**src/rtl/udiv_restore_step.sv**
```systemverilog
//==============================================================================
// Module      : udiv_restore_step
// Description : One combinational radix-2 restoring division iteration.
//               Shifts the next dividend bit into the partial remainder,
//               trial-subtracts the divisor and restores on borrow.
// Revision    : 1.0 - initial release
//==============================================================================
`timescale 1ns/1ps
`default_nettype none

module udiv_restore_step #(
    parameter int W = 4
) (
    input  logic [W:0]   i_pr,
    input  logic         i_bit,
    input  logic [W-1:0] i_div,
    output logic [W:0]   o_pr,
    output logic         o_qbit
);

    logic [W:0] w_shift;
    logic [W:0] w_trial;
    logic       w_unused_pr_msb;

    // The partial remainder stays below the divisor, so its MSB is always
    // zero on entry and only the low W bits take part in the shift.
    assign w_unused_pr_msb = i_pr[W];

    // A negative trial (MSB set) means the divisor did not fit: restore
    assign w_shift = {i_pr[W-1:0], i_bit};
    assign w_trial = w_shift - {1'b0, i_div};
    assign o_qbit  = ~w_trial[W];
    assign o_pr    = w_trial[W] ? w_shift : w_trial;

endmodule

`default_nettype wire

```
**config.mk**
```make
export PLATFORM = sky130hd
export DESIGN_NAME = udiv_restore_step
export DESIGN_NICKNAME = d
export VERILOG_FILES = /design/src/rtl/udiv_restore_step.sv
export SDC_FILE = /design/constraint.sdc
export NUM_CORES = 1
export LEC_CHECK = 0
export ABC_AREA = 1
export CORE_AREA = 2 2 39 41
export DETAILED_ROUTE_END_ITERATION = 12
export DIE_AREA = 0 0 41 43
export GPL_ROUTABILITY_DRIVEN = 0
export PLACE_DENSITY_LB_ADDON = 0.15
export SLEW_MARGIN = 20
export SYNTH_ARGS = -nofsm -noshare
export SYNTH_HDL_FRONTEND = slang
export SYNTH_SLANG_ARGS = --single-unit
export TNS_END_PERCENT = 30
```
**constraint.sdc**
```tcl
create_clock -name vclk -period 5
set_input_delay 1 -clock vclk [all_inputs]
set_output_delay 1 -clock vclk [all_outputs]
set_load 0.02 [all_outputs]
```
==> flow_summary.toml, run 1 <==
[sta]
hold_viol_final = 0
maxSlewHeadroom = 0.855
tns_ns = 0
fmax_mhz = 217
tightest_slew_ns = 0.217
min_period_ns = 4.61
slew_viol_final = 0
fin_crit_sh = 0.923
rsz0062_at_grt = "false"
final-setup-viol-count = 0

[detailed_routing]
avgRoutedWirePerCell_um = 6.98
vias_per_cell = 3.89
antenna_left = 0
wirelength_um = 447
drt-initial-drc-count = 3
first_pass_iters = 4
post-route-drc-count = 0
vias = 249

[finish]
layout_commonest_cell = "clkdlybuf4s50_1"
multiInputGateArea_um2 = 165
nClkBuffers = 0
antennaDiodeCount = 0
finish.instance_area_um2 = 369
num-nets-final = 66
fillers = 166
syn2layout_area_growth_pct = 85.5
ff_latch_area_um2 = 0
numSequentialCells = 0
mostFrequentLayoutCells = "clkdlybuf4s50_1 (15), inv_1 (9), nand2_1 (8), ha_1 (5)"
drive_above_1_share = 0

[yosys]
avgSynthCellArea_um2 = 6.03
synth-seq-area-share = 0
ys.warnings.count = 0
ys_types = 8
synth_cells = 33
syn-cell-area_um2 = 199
syn-num-nets = 49

[floorplanning]
pin_count = 16
start_util = 0.144
core_um2 = 1380
dieArea_um2 = 1760
die_h_um = 43
fp-row-count = 14
dieWidth_um = 41

[placed_design]
port_buffers = 15
dp_hpwl_um = 405
post_dp_cell_area_um2 = 369

[setup_path]
cp_max_fo = 7
crit_family = "buffers and inverters"
path_class = "primary input to output port"
cpMaxStageDelayCell = "clkdlybuf4s50_1"
required_ns = 4.00
arrival_ns = 3.61
cp-start-kind = "primary input"
critPathBufInv = 5
path_cells = "clkdlybuf4s50_1, inv_1, ha_1, fa_1, inv_1, a21oi_1, o21bai_1, ha_1, inv_1, nand2_1, o21ai_0, clkdlybuf4s50_1"
crit_top_cell = "inv_1"
crit_path_end_kind = "output port"
critical_path.max_stage_delay_ns = 0.62

[grt]
grt_pass1_wl_um = 772
grt_max_degree = 8
grt.total_usage = 0.0570
grt_pass1_vias = 201
grt_overflow = 0
antenna_found_initial = 0

[pwr]
ir_drop_mv = 0.0439
power_density_nw_per_um2 = 155
leakage_nw = 0.189

[status]
status = "completed"

[clocking]
cts_setup_buffers = 0
cts_resized = 0
postCtsHoldBufs = 0

[flow_run]
maxCapViolations = 0

[hold_path]
min_path_type = "primary input to output port"
[per-stage QoR]
step	instances	setup WS [ns]	hold WS (ns)	total power, mW	utilization
floorplan	33	1.27	2.17	0.0307	-
global placement	64	0.328	3.08	0.0584	0.267
detailed placement	64	0.372	3.08	0.0578	0.267
CTS	64	0.368	3.08	0.0581	0.267
global route	64	0.179	3.12	0.0633	0.267
finish	64	0.387	3.07	0.0571	0.267
[cell type report]
cell class | instances | area share
multi-input cells | 24 | 0.447
inverters | 9 | 0.0915
well taps | 16 | 0.0542
repair buffers | 15 | 0.407
[path summary, 6_finish.rpt]
path,start,endpoint,slack (ns),depth (start not counted)
worst max-delay path,i_bit,o_pr[0],0.39,12
worst min-delay path,i_pr[2],o_pr[3],3.07,4
[cell usage after synthesis]
master | number | share of area
inv_1 | 9 | 0.17
nand2_1 | 8 | 0.15
ha_1 | 5 | 0.31
a21oi_1 | 3 | 0.075
nand3_1 | 3 | 0.075
o21ai_0 | 3 | 0.075
fa_1 | 1 | 0.10
o21bai_1 | 1 | 0.038
[cell families after synthesis]
group / count (synthesis) / synth area share
buffers and inverters: 9 / 0.170
AND/OR/NAND/NOR: 11 / 0.226
AO/OA/AOI/OAI: 7 / 0.189
adder cells (fa/ha/maj): 6 / 0.415
[power breakdown]
part	switching, mW	internal (mW)	total [mW]	leakage (nW)
Clock	0	0	0	0
Combinational	0.0284	0.0287	0.0571	0.189
Sequential	0	0	0	0
Total	0.0284	0.0287	0.0571	0.189
[routing by layer]
layer | vias up | share of wire | global-route usage
met1 | 107 | 0.47 | 0.0857
met5 | - | 0 | 0
met2 | 7 | 0.45 | 0.0906
li1 | 135 | - | -
met3 | 0 | 0.076 | 0.00524
met4 | 0 | 0 | 0
No activity file was read; power rests on OpenSTA's default activity.
==> run 2, diff against run 1 <==
--- a/config.mk
+++ b/config.mk
@@ -5,12 +5,12 @@
 export SDC_FILE = /design/constraint.sdc
 export NUM_CORES = 1
 export LEC_CHECK = 0
-export ABC_AREA = 1
 export CORE_AREA = 2 2 39 41
 export DETAILED_ROUTE_END_ITERATION = 12
 export DIE_AREA = 0 0 41 43
 export GPL_ROUTABILITY_DRIVEN = 0
 export PLACE_DENSITY_LB_ADDON = 0.15
+export SKIP_LAST_GASP = 1
 export SLEW_MARGIN = 20
 export SYNTH_ARGS = -nofsm -noshare
 export SYNTH_HDL_FRONTEND = slang
==> run 2 against run 1 <==
Power grew 11%. Area after synthesis grew 18%. First-iteration DRC count shrank 33%. Synthesized cell count shrank 9.1%. Setup slack lost 0.12 ns. Cell count shrank 4.7%. Routed wire length grew 3.4%. Critical endpoint is now o_pr[2].
==> flow_summary.toml, run 2 <==
[detailed_routing]
antenna_left = 0
post-route-drc-count = 0
first_pass_iters = 4
drt-initial-drc-count = 2
vias = 240
avgRoutedWirePerCell_um = 7.57
vias_per_cell = 3.93
wirelength_um = 462

[finish]
antennaDiodeCount = 0
ff_latch_area_um2 = 0
syn2layout_area_growth_pct = 71.8
numSequentialCells = 0
mostFrequentLayoutCells = "clkdlybuf4s50_1 (14), inv_1 (7), ha_1 (5), a21oi_1 (2), nand3b_1 (2)"
nClkBuffers = 0
fillers = 146
layout_commonest_cell = "clkdlybuf4s50_1"
finish.instance_area_um2 = 404
num-nets-final = 63
drive_above_1_share = 0.0444
final_cells = 61

[pwr]
ir_drop_mv = 0.0632
leakage_nw = 0.196
power_density_nw_per_um2 = 157
finalPower_mw = 0.0634

[yosys]
ys_types = 18
syn-num-nets = 46
synth_top_area_cell = "ha_1"
synth-seq-area-share = 0
avgSynthCellArea_um2 = 7.84
ys.warnings.count = 0
yosys.cell_count.top_type = "inv_1"
synth_top_area_share = 0.266
synth_cells = 30
synthTopCellsByCount = "inv_1 (7), ha_1 (5), a21oi_1 (2), nand3b_1 (2)"
syn-cell-area_um2 = 235
synth_area_leaders = "ha_1 (27%), inv_1 (11%), fa_1 (8.5%)"

[floorplanning]
core_um2 = 1380
pin_count = 16
die_h_um = 43
fp-row-count = 14
start_util = 0.170
dieWidth_um = 41
dieArea_um2 = 1760

[placed_design]
place_ws_ns = 0.111
post_dp_cell_area_um2 = 402
port_buffers = 15
dp.cells = 61
dp_hpwl_um = 421

[grt]
grt.total_usage = 0.0621
antenna_found_initial = 0
grt_overflow = 0
grt_pass1_vias = 216
grt_pass1_wl_um = 834
grt_max_degree = 9

[sta]
tightest_slew_ns = 0.260
min_period_ns = 4.73
slew_viol_final = 0
fin_ws_ns = 0.268
fin_crit_sh = 0.946
tns_ns = 0
rsz0062_at_grt = "false"
fmax_mhz = 211
maxSlewHeadroom = 0.827
hold_viol_final = 0
final-setup-viol-count = 0

[setup_path]
cp-start-kind = "primary input"
critical_path.max_stage_delay_ns = 0.60
crit_path_end_kind = "output port"
path_cells = "clkdlybuf4s50_1, inv_1, ha_1, fa_1, inv_1, a21oi_1, o21bai_1, ha_1, buf_4, mux2_2, clkdlybuf4s50_1"
required_ns = 4.00
path_class = "primary input to output port"
cp_max_fo = 8
cpMaxStageDelayCell = "clkdlybuf4s50_1"
arrival_ns = 3.73

[flow_run]
maxCapViolations = 0

[hold_path]
hold_start = "i_pr[2]"
holdPathEnd = "o_pr[3]"
min_path_type = "primary input to output port"
hold_depth = 5

[status]
status = "completed"
-- run 2: cell types whose count changed after synthesis, sizes merged, moves of 2 or more --
| cell | previous run | this run |
|---|---|---|
| nand2 | 8 | 1 |
| nand3 | 3 | 0 |
| o21ai | 3 | 0 |
| inv | 9 | 7 |
| nand3b | 0 | 2 |
-- run 2: kinds of logic after synthesis --
family	share of synthesized area
AO/OA/AOI/OAI	0.149
adder cells (fa/ha/maj)	0.351
XOR/XNOR	0.0372
multiplexers	0.0904
buffers and inverters	0.160
AND/OR/NAND/NOR	0.213
-- run 2: layout make-up --
cell class                      instances  area (um^2)  area share
Inverter                                7         26.3      0.0650
Multi-Input combinational cell         22          198       0.489
Timing Repair Buffer                   16          160       0.396
Tap cell                               16         20.0      0.0495
-- run 2: what timing repair did --
action	in CTS	in global routing
setup endpoints to repair	0	1
setup buffers	0	0
hold buffers	0	0
gates resized for setup	0	1
endpoints found under the hold margin	0	0
-- run 2: power breakdown --
| group | switching (mW) | internal [mW] |
|---|---|---|
| sequential | 0 | 0 |
| combinational | 0.0291 | 0.0344 |
| clock | 0 | 0 |
-- run 2: critical path, delay by kind of cell --
| kind | cells | cell delay, ns |
|---|---|---|
| AOI/OAI and AO/OA | 2 | 0.19 |
| buffers and inverters | 5 | 1.38 |
| adders and majority gates | 3 | 0.95 |
| muxes | 1 | 0.21 |
-- run 2: worst max path at each step --
stage	end	slack (ns)	start	depth (start not counted)
6_report	o_pr[2]	0.27	i_bit	11
5_1_grt	o_pr[2]	0.1	i_bit	11
4_1_cts	o_pr[3]	0.10	i_bit	12
3_5_place_dp	o_pr[3]	0.11	i_bit	12
3_3_place_gp	o_pr[3]	0.10	i_bit	12
2_1_floorplan	o_pr[3]	1.03	i_bit	11
-- run 2: per-layer routing --
layer,share of wire,routed length [um],track usage
met1,0.42,196,0.0955
met2,0.50,230,0.100
met3,0.078,36,0
met4,0,0,0
met5,0,0,0
-- run 2: per-stage QoR --
| step | hold slack, ns | util |
|---|---|---|
| after CTS | 3.10 | 0.290 |
| after global placement | 3.09 | 0.290 |
| final | 3.08 | 0.292 |
| after global routing | 3.16 | 0.292 |
| after detailed placement | 3.10 | 0.290 |
| after floorplan | 2.18 | - |
